==> src/rtl/pu_multiplexer_n.sv <==
// N-way select processing unit: collects up to 2**SEL_WIDTH argument words, then a
// selector word, and drives the chosen argument (with its attributes) onto the bus.
module pu_multiplexer_n #(
  parameter int unsigned DATA_WIDTH  = 32,
  parameter int unsigned ATTR_WIDTH  = 4,
  parameter int unsigned SEL_WIDTH   = 2,
  parameter int unsigned INVALID_BIT = 0
) (
  input  logic                  clk,
  input  logic                  rst,
  input  logic                  signal_wr,
  input  logic                  signal_sel,
  input  logic                  signal_oe,
  input  logic [DATA_WIDTH-1:0] data_in,
  input  logic [ATTR_WIDTH-1:0] attr_in,
  output logic [DATA_WIDTH-1:0] data_out,
  output logic [ATTR_WIDTH-1:0] attr_out,
  output logic                  busy
);

  localparam int unsigned N  = 2**SEL_WIDTH;
  localparam int unsigned CW = SEL_WIDTH + 1;

  typedef enum logic [1:0] {
    S_IDLE,
    S_COLLECT,
    S_ARMED,
    S_OUTPUT
  } state_t;

  state_t                state_q, state_d;
  logic [DATA_WIDTH-1:0] data_q [N];
  logic [DATA_WIDTH-1:0] data_d [N];
  logic [ATTR_WIDTH-1:0] attr_q [N];
  logic [ATTR_WIDTH-1:0] attr_d [N];
  logic [CW-1:0]         count_q, count_d;
  logic [SEL_WIDTH-1:0]  sel_q, sel_d;
  logic                  sel_oor_q, sel_oor_d;
  logic                  ovf_q, ovf_d;
  logic                  busy_q;

  logic                  sel_oor_in;
  logic                  not_full;
  logic                  valid;
  logic [SEL_WIDTH-1:0]  wr_idx;

  // Any bit above the selector field (sign included) puts the selector out of range.
  assign sel_oor_in = |data_in[DATA_WIDTH-1:SEL_WIDTH];
  assign not_full   = count_q < CW'(N);
  assign wr_idx     = count_q[SEL_WIDTH-1:0];

  // Job sequencing and argument/selector capture; sel beats wr, wr beats oe.
  always_comb begin
    state_d   = state_q;
    data_d    = data_q;
    attr_d    = attr_q;
    count_d   = count_q;
    sel_d     = sel_q;
    sel_oor_d = sel_oor_q;
    ovf_d     = ovf_q;
    unique case (state_q)
      S_IDLE: begin
        if (signal_sel) begin
          sel_d     = data_in[SEL_WIDTH-1:0];
          sel_oor_d = sel_oor_in;
          state_d   = S_ARMED;
        end else if (signal_wr) begin
          data_d[0] = data_in;
          attr_d[0] = attr_in;
          count_d   = CW'(1);
          state_d   = S_COLLECT;
        end
      end
      S_COLLECT: begin
        if (signal_sel) begin
          sel_d     = data_in[SEL_WIDTH-1:0];
          sel_oor_d = sel_oor_in;
          state_d   = S_ARMED;
        end else if (signal_wr) begin
          if (not_full) begin
            data_d[wr_idx] = data_in;
            attr_d[wr_idx] = attr_in;
            count_d        = count_q + CW'(1);
          end else begin
            ovf_d = 1'b1;
          end
        end
      end
      S_ARMED, S_OUTPUT: begin
        if (signal_sel) begin
          sel_d     = data_in[SEL_WIDTH-1:0];
          sel_oor_d = sel_oor_in;
          state_d   = S_ARMED;
        end else if (signal_wr) begin
          // Stale slots 1..N-1 stay behind but are unreachable with count=1.
          data_d[0] = data_in;
          attr_d[0] = attr_in;
          count_d   = CW'(1);
          sel_d     = '0;
          sel_oor_d = 1'b0;
          ovf_d     = 1'b0;
          state_d   = S_COLLECT;
        end else if (signal_oe) begin
          state_d = S_OUTPUT;
        end
      end
      default: state_d = S_IDLE;
    endcase
  end

  always_ff @(posedge clk) begin
    if (rst) begin
      state_q   <= S_IDLE;
      count_q   <= '0;
      sel_q     <= '0;
      sel_oor_q <= 1'b0;
      ovf_q     <= 1'b0;
      busy_q    <= 1'b0;
      for (int i = 0; i < int'(N); i++) begin
        data_q[i] <= '0;
        attr_q[i] <= '0;
      end
    end else begin
      state_q   <= state_d;
      count_q   <= count_d;
      sel_q     <= sel_d;
      sel_oor_q <= sel_oor_d;
      ovf_q     <= ovf_d;
      busy_q    <= (state_d != S_IDLE);
      data_q    <= data_d;
      attr_q    <= attr_d;
    end
  end

  assign valid = ((state_q == S_ARMED) || (state_q == S_OUTPUT)) &&
                 !sel_oor_q && ({1'b0, sel_q} < count_q);

  // Zero-latency bus drive; all-zero when not enabled so the bus can be OR-combined.
  always_comb begin
    data_out = '0;
    attr_out = '0;
    if (signal_oe) begin
      if (valid) begin
        data_out              = data_q[sel_q];
        attr_out              = attr_q[sel_q];
        attr_out[INVALID_BIT] = attr_q[sel_q][INVALID_BIT] | ovf_q;
      end else begin
        attr_out[INVALID_BIT] = 1'b1;
      end
    end
  end

  assign busy = busy_q;

endmodule
==> config.mk <==
export PLATFORM = sky130hd
export DESIGN_NAME = pu_multiplexer_n
export DESIGN_NICKNAME = d
export VERILOG_FILES = /design/src/rtl/pu_multiplexer_n.sv
export SDC_FILE = /design/constraint.sdc
export NUM_CORES = 1
export LEC_CHECK = 0
export BUFFER_PORTS_ARGS = -buffer_cell sky130_fd_sc_hd__buf_4
export CAP_MARGIN = 5
export CORE_MARGIN = 2
export CORE_UTILIZATION = 53
export CTS_CLUSTER_DIAMETER = 40
export CTS_CLUSTER_SIZE = 20
export DETAILED_ROUTE_END_ITERATION = 8
export HOLD_SLACK_MARGIN = 0.03
export PLACE_DENSITY = 0.76
export SYNTH_ARGS = -nofsm -noshare
export SYNTH_HDL_FRONTEND = slang
export SYNTH_SLANG_ARGS = --single-unit
==> constraint.sdc <==
create_clock -name clk -period 1.8 [get_ports clk]
set_clock_uncertainty 0.15 [all_clocks]
set_input_delay 0.09 -clock clk [delete_from_list [all_inputs] [get_ports clk]]
set_output_delay 0.09 -clock clk [all_outputs]
set_load 0.02 [all_outputs]
Word-level counts from Yosys, hierarchy flattened
Index checks and enable logic that the tools add are counted.
- $add $sub $neg: 1
- multipliers: 0
- divide/modulo/power cells: 0
- magnitude comparators: 5
- equality and inequality tests: 13
- shift operators: 0
- mux-type cells: 55
- bitwise gates (word level): 4
- reduce and logical (&&, ||, !) cells: 16
- operator list (operator ; count):
    2-to-1 mux 128 bit ; 3
    2-to-1 mux 32 bit ; 7
    bitwise mux 128 bit ; 1
    binary-select mux 32 bit (select 2 bit) ; 1
    demux 32 bit (select 2 bit) ; 1
    one-hot mux 32 bit (2 select lines) ; 1
    2-to-1 mux 16 bit ; 3
    OR reduction 30 bit ; 1
    2-to-1 mux 4 bit ; 6
    2-to-1 mux 2 bit ; 9
    2-to-1 mux 3 bit ; 6
    bitwise mux 16 bit ; 1
    != test 2 bit, second input constant ; 7
    binary-select mux 4 bit (select 2 bit) ; 1
    demux 4 bit (select 2 bit) ; 1
    2-to-1 mux 1 bit ; 8
    one-hot mux 4 bit (2 select lines) ; 1
    >= comparator 3 bit, second input constant ; 2
    inverter 2 -> 3 bit ; 2
    one-hot mux 2 bit (3 select lines) ; 1
    one-hot mux 3 bit (2 select lines) ; 1
    AND reduction 6 bit ; 1
    AND reduction 5 bit ; 1
    == test 2 bit, second input constant ; 2
    other kinds (20) ; 26
- register bits after elaboration: 154
- bits in latches: 0
- memory bits (writable): 0
- memory bits (read-only): 0
- input port bits: 41
- output and inout port bits: 37
- logic and storage cells: 108
- memories: 0

Depth between registers and ports, before layout
Gate-level depths: netlist (run 1).
- depth after elaboration: 10
- gate-level depth with buffers: 8
- depth with buffers taken out: 6

Least setup slack after synthesis (run 1)
OpenSTA, ideal clock, no wires.
- path kind: flip-flop to output port
- start point: register count_q[1]
- end point: output port data_out[10]
- arrival: 1647 ps
- data required time: 1560 ps
- slack: -87 ps
- cell stages (with the launch flop): 7
- buffers on the path: 1
- path through: dfxtp_1 -> inv_1 -> ha_1 -> a21oi_1 -> o211ai_1 -> clkbuf_1 -> and2b_2
- cells in the longest elaborated chain, start to end: 4
- RTL lines (item ; RTL line ; source):
    start: declaration ; 36 ; logic [CW-1:0] count_q, count_d;
    start signal: assignment ; 125 ; count_q <= count_d;
    < comparator 2 x 3 -> 1 bit ; 136 ; !sel_oor_q && ({1'b0, sel_q} < count_q);
    logical AND 1 bit ; 136 ;
    2-to-1 mux 32 bit ; 143 ; if (valid) begin
    2-to-1 mux 32 bit ; 142 ; if (signal_oe) begin
    end: declaration ; 16 ; output logic [DATA_WIDTH-1:0] data_out,
No other way between the ends.

Worst setup path after layout (run 1)
- start point: register sel_q[0]
- end point: output port data_out[1]
- cells in the longest elaborated chain, start to end: 6
- elaborated cells between the ends (all ways): 8
- classes of those cells: order compare: 1; mux: 5; bitwise: 1; reduce/logical: 1
- RTL lines (item ; RTL line ; source):
    start: declaration ; 37 ; logic [SEL_WIDTH-1:0] sel_q, sel_d;
    start signal: assignment ; 126 ; sel_q <= sel_d;
    inverter 2 -> 3 bit (implied by the code) ; 144 ; data_out = data_q[sel_q];
    binary-select mux 32 bit (select 2 bit) ; 144 ;
    2-to-1 mux 32 bit (implied by the code) (2 in a row) ; 144 ;
    2-to-1 mux 32 bit (*) ; 143 ;
    2-to-1 mux 32 bit (*) ; 142 ;
Mark *: on every way between the ends. The rest lies on a longest branch, timed or not. The select of a mux whose other input is x is not followed.

==> impl_metrics.py, run 1 <==
metrics = {
    "setup_path": {
        "start_kind": "flop",
        "crit_path_start": "sel_q[0]",
        "rr_worst_depth": 7,
        "worstSetupPathType": "flop to output pin",
        "timing.rr.end": "data_q[94]",
        "worst-endpoint-arrival_ns": 2.00,
        "endpoint_kind": "output pin",
        "endpoint": "data_out[1]",
        "reg2reg_slack_ns": 0,
        "regToRegStartpoint": "state_q[0]",
        "cp.required_ns": 1.56,
        "cp_max_fo": 5,
    },
    "min_path": {
        "min_path_type": "flop to flop",
    },
    "clocking": {
        "cts_buffers": 17,
        "cts_tree": "built",
        "clk_transition_reported_paths_ns": 0.06,
        "clk_latency_ns": 0.43,
        "numClockSinks": 154,
        "cts-htree-levels": 4,
        "cts_buffer_depth": 2,
        "clock-root-buffer": "clkbuf_16",
    },
    "power_and_ir_drop": {
        "p_per_area_nw_per_um2": 827,
        "swShare_pct": 23.3,
        "switching_power_mw": 1.79,
        "power_frac_clock_pct": 44.8,
        "leakage_nw": 3.48,
        "ir_worst_vdd_uv": 594,
        "combPwrFrac_pct": 9.7,
        "intPower_mw": 5.90,
        "seqPwrFrac_pct": 45.5,
    },
    "global_route": {
        "grt_util_all_layers_pct": 29.5,
        "grt_max_degree": 99,
        "grt_pass1_vias": 6313,
        "grt_antenna_before_repair": 0,
        "grt_first_pass_wirelength_um": 32200,
        "grt-ovfl-total": 0,
    },
    "synth": {
        "synth_area_leader_cell": "dfxtp_1",
        "syn_area_um2": 6850,
        "syn_avg_cell_area_um2": 8.86,
        "synthCells": 773,
        "yosysTopAreaCellShare_pct": 45.0,
        "synth_nets": 819,
        "synthArstFlopShare_pct": 0,
        "synth_flop_cell": "dfxtp_1",
        "yosysSeqAreaShare_pct": 45.0,
        "synth_cell_type_count": 37,
        "synth.area.top_cells": "dfxtp_1, nand2_1, a21oi_1",
        "synth_edf_count": 0,
        "ys_warn_count": 0,
        "synth-seq-cells": 154,
    },
    "run_status": {
        "violations": "negative setup slack",
        "status": "finished, violations left",
    },
    "routing": {
        "drt_iter0_drc": 789,
        "vias": 6554,
        "remaining_drc_errors": 0,
        "dr.pass1.iters": 6,
        "wl_per_cell_um": 20.0,
        "antenna_left": 0,
        "vias_per_cell": 5.97,
        "wirelength_um": 22000,
    },
    "placed_design": {
        "portBuffers": 77,
        "gp_congestion": 0.781,
        "place_area_um2": 7670,
        "pre_cts_slack_ns": -0.120,
        "dp_hpwl_um": 11500,
    },
    "cells_and_area": {
        "drive_gt1_share_pct": 27.0,
        "num-fill-cells": 814,
        "layout_common_cells": "nand2_1, dfxtp_1, a21oi_1",
        "layout_commonest_cell": "nand2_1",
        "multi_input_area_um2": 3480,
        "diodes": 0,
        "area_growth_pct": 35.9,
        "final_area_um2": 9300,
        "layout.nets": 960,
        "ff_latch_area_um2": 3090,
    },
    "timing": {
        "final-setup-viol-count": 39,
        "max_freq_ghz": 0.446,
        "maxSlewViolCount": 0,
        "tightest_slew_ns": 0.668,
        "relSlewSlack_pct": 55.1,
        "hold_violations": 0,
        "rsz0062_at_grt": "true",
        "period_share_pct": 125,
        "layout_setup_ws_ns": -0.442,
        "min_period_ns": 2.24,
    },
    "floorplanning": {
        "chipHeight_um": 118,
        "io-pin-count": 78,
        "core_region_area_um2": 12600,
        "core.rowCount": 41,
        "initial_core_util_pct": 54.3,
        "die-area_um2": 13800,
        "dieWidth_um": 118,
    },
    "flow_run": {
        "maxCapViolCount": 0,
    },
}
## cell usage after synthesis, types with 2 or more instances
| library cell | n |
|---|---|
| buf_2 | 11 |
| mux4_2 | 18 |
| ha_1 | 5 |
| inv_1 | 4 |
| nand3_2 | 2 |
| buf_4 | 7 |
| a22oi_1 | 2 |
| and3_1 | 3 |
| nand2_1 | 289 |
| a21oi_1 | 150 |
| clkbuf_1 | 22 |
| buf_6 | 12 |
| nor2_1 | 5 |
| nor2b_1 | 14 |
| nor4_1 | 7 |
| clkbuf_8 | 4 |
| mux4_1 | 17 |
| a211oi_1 | 3 |
| nand4_1 | 2 |
| o21ai_0 | 3 |
| dfxtp_1 | 154 |
| and2b_2 | 24 |
## worst max-delay path, stage by stage (launching register included)
cell     delay (ns)
dfxtp_4        0.41
buf_4          0.13
mux4_4         0.63
and2b_2        0.26
buf_6          0.14
## metrics by stage
step | total power, mW | TNS, ns | hold slack [ns] | cells | utilization [%]
CTS | 7.61 | -14.37 | 0.301 | 1089 | 71.7
detailed placement | 4.09 | -2.13 | 0.200 | 999 | 60.8
global route | 7.87 | -17.38 | 0.315 | 1098 | 73.7
floorplan | 3.85 | 0 | 0.0277 | 773 | -
finish | 7.69 | -14.54 | 0.301 | 1098 | 73.7
global placement | 4.07 | -0.119 | 0.191 | 999 | 60.8
## worst min-delay path by stage
stage / slack [ns] / depth (start not counted) / to / startpoint
2_1_floorplan: 0.03 / 1 / state_q[0] / signal_sel
6_report: 0.30 / 2 / data_q[125] / data_q[125]
4_1_cts: 0.30 / 2 / data_q[73] / data_q[73]
5_1_grt: 0.31 / 2 / data_q[125] / data_q[125]
3_3_place_gp: 0.19 / 2 / state_q[0] / signal_sel
3_5_place_dp: 0.20 / 2 / state_q[0] / signal_sel
## final cells by class
type	instances	share of cell area, %
well taps	172	2.31
repair buffers	179	20.8
inverters	4	0.188
clock buffers	24	5.39
clock inverters	7	0.699
flip-flops and latches	154	33.2
multi-input cells	558	37.4
## power by group through the flow
| stage | sequential, mW | combinational [mW] | clock [mW] |
|---|---|---|---|
| floorplan | 3.56 | 0.295 | 0 |
| global placement | 3.56 | 0.507 | 0 |
| detailed placement | 3.57 | 0.521 | 0 |
| CTS | 3.49 | 0.679 | 3.44 |
| global route | 3.50 | 0.782 | 3.59 |
| finish | 3.50 | 0.746 | 3.45 |
## flip-flops by register name (all words and copies together), names as in the netlist
signal / count
sel_oor_q: 1
attr_q: 16
sel_q: 2
ovf_q: 1
data_q: 128
state_q: 2
count_q: 3
busy: 1
## metal layers
layer / up-vias / global-route usage [%] / part of all wire [%]
li1: 2896 / - / -
met1: 3120 / 35.7 / 36
met2: 429 / 48.8 / 48
met3: 109 / 6.59 / 9.9
met4: 0 / 16.5 / 5.6
met5: - / 0 / 0
## cell families (layout without fill, tap and decap cells)
logic type	count (synthesis)	count (layout)	share of synthesized area [%]
compound gates	165	165	12.7
simple gates	352	352	22.6
mux	36	36	12.8
fa+ha+maj	5	5	0.914
buf+inv	61	214	5.99
flops	154	154	45.0
## what timing repair did
| action | CTS | global route |
|---|---|---|
| endpoints found under the hold margin | 153 | 1 |
| cloned | 5 | 6 |
| buffers inserted | 15 | 7 |
| gates resized for setup | 52 | 37 |
| pin swaps | 4 | 20 |
| setup endpoints to repair | 70 | 167 |
| hold buffers | 40 | 1 |
(Power assumes the default switching activity.)
==> run 2: changes to the inputs <==
CORE_UTILIZATION = 50   (was 53)
PLACE_DENSITY = 0.73   (was 0.76)
==> impl_metrics.py, run 2 (synthesis gave the netlist of run 1 again) <==
metrics = {
    "placed_design": {
        "dp_hpwl_um": 11200,
        "gp_congestion": 0.864,
        "portBuffers": 77,
        "place_area_um2": 7680,
        "dp.cells": 1006,
    },
    "timing": {
        "hold_violations": 0,
        "relSlewSlack_pct": 63.5,
        "maxSlewViolCount": 0,
        "holdWs_ns": 0.302,
        "max_freq_ghz": 0.443,
        "period_share_pct": 125,
        "min_period_ns": 2.26,
        "tightest_slew_ns": 0.543,
        "layout_setup_ws_ns": -0.458,
        "final-setup-viol-count": 36,
        "rsz0062_at_grt": "true",
    },
    "cells_and_area": {
        "num-fill-cells": 1002,
        "layout.cells.non_filler": 1087,
        "multi_input_area_um2": 3390,
        "largest_register": "data_q",
        "layout_commonest_cell": "nand2_1",
        "largest_reg_flops": 128,
        "ff_latch_area_um2": 3090,
        "reg.largest.list": "data_q (128), attr_q (16), count_q (3)",
        "area_growth_pct": 29.4,
        "layout_common_cells": "nand2_1, a21oi_1, dfxtp_1",
        "diodes": 0,
        "layout.nets": 944,
        "drive_gt1_share_pct": 23.6,
        "final_area_um2": 8860,
    },
    "clocking": {
        "cts_tree": "built",
        "numClockSinks": 154,
        "cts_buffers": 17,
        "clock-root-buffer": "clkbuf_16",
        "cts_buffer_depth": 2,
        "clk_transition_reported_paths_ns": 0.06,
        "cts-htree-levels": 4,
        "clk_latency_ns": 0.42,
    },
    "global_route": {
        "grt_pass1_vias": 5888,
        "grt_max_degree": 87,
        "grt_first_pass_wirelength_um": 29700,
        "grt-ovfl-total": 0,
        "grt_antenna_before_repair": 0,
        "grt_util_all_layers_pct": 26.3,
    },
    "setup_path": {
        "start_kind": "flop",
        "worstSetupPathType": "flop to output pin",
        "crit_family": "buffers and inverters",
        "crit_slowest_cell": "dfxtp_2",
        "cp.required_ns": 1.56,
        "path_cells": "inv_2 -> ha_4 -> a21oi_2 -> o211ai_1 -> buf_12 -> and2b_2 -> buf_4",
        "regToRegStartpoint": "state_q[1]",
        "cp_max_fo": 35,
        "path_buf_inv": 3,
        "crit_path_start": "count_q[1]",
        "max_stage_delay_ns": 0.33,
        "worst-endpoint-arrival_ns": 2.02,
        "endpoint_kind": "output pin",
    },
    "floorplanning": {
        "die-area_um2": 14600,
        "io-pin-count": 78,
        "core.rowCount": 42,
        "core_region_area_um2": 13300,
        "dieWidth_um": 121,
        "initial_core_util_pct": 51.5,
        "chipHeight_um": 121,
    },
    "power_and_ir_drop": {
        "finalPower_mw": 7.72,
        "p_per_area_nw_per_um2": 872,
        "ir_worst_vdd_uv": 694,
        "leakage_nw": 3.33,
    },
    "min_path": {
        "hold_path_startpoint": "data_q[76]",
        "min_path_type": "flop to flop",
    },
    "run_status": {
        "status": "finished, violations left",
        "violations": "negative setup slack",
    },
    "routing": {
        "vias": 6044,
        "dr.pass1.iters": 5,
        "vias_per_cell": 5.56,
        "drt_iter0_drc": 572,
        "wirelength_um": 18800,
        "remaining_drc_errors": 0,
        "wl_per_cell_um": 17.3,
        "antenna_left": 0,
    },
    "flow_run": {
        "maxCapViolCount": 0,
    },
}
run 2: repair_timing:
item | in CTS | in global routing
gates resized for setup | 12 | 11
endpoints found under the setup margin | 53 | 126
endpoints found under the hold margin | 153 | 0
setup buffers | 6 | 1
pin swaps | 2 | 2
cloned | 2 | 1
hold buffers | 40 | 0
run 2: worst reg2reg max path: stages, from the launching register on:
cell           delay (ns)
dfxtp_2              0.36
a211oi_2             0.18
nor3_1               0.06
dlygate4sd3_1        0.57
or2_2                0.30
run 2: routing by layer:
layer,up-vias,global-route usage (%),share of wire (%)
met4,0,11.6,2.7
li1,2876,-,-
met5,-,0,0
met2,254,44.2,50
met1,2874,33.1,41
met3,40,4.56,6.7
run 2: final timing paths:
path | to | slack [ns] | cells past startpoint
max | data_out[13] | -0.46 | 7
min | data_q[76] | 0.30 | 2
max reg2reg | busy | 0.06 | 4
min reg2reg | data_q[76] | 0.30 | 2
run 2: area by class of cell:
class	count	area share, %
inverters	4	0.170
clock inverters	9	1.36
multi-input cells	558	38.3
repair buffers	163	17.5
flip-flops and latches	154	34.9
clock buffers	23	5.28
well taps	176	2.49
run 2: report_power, final:
| group | internal [mW] | total (mW) | leakage (nW) | switching (mW) |
|---|---|---|---|---|
| Combinational | 0.317 | 0.636 | 1.79 | 0.320 |
| Sequential | 3.46 | 3.49 | 1.25 | 0.0325 |
| Clock | 2.24 | 3.59 | 0.294 | 1.35 |
| Total | 6.02 | 7.72 | 3.33 | 1.71 |
run 2: per-stage QoR:
| stage | worst slack (ns) | TNS, ns | util (%) |
|---|---|---|---|
| after floorplan | 0.00468 | 0 | - |
| after global placement | 0.0142 | 0 | 57.8 |
| after detailed placement | -0.0240 | -0.111 | 57.8 |
| after CTS | -0.468 | -16.10 | 66.3 |
| after global routing | -0.529 | -17.79 | 66.6 |
| final | -0.458 | -15.21 | 66.6 |
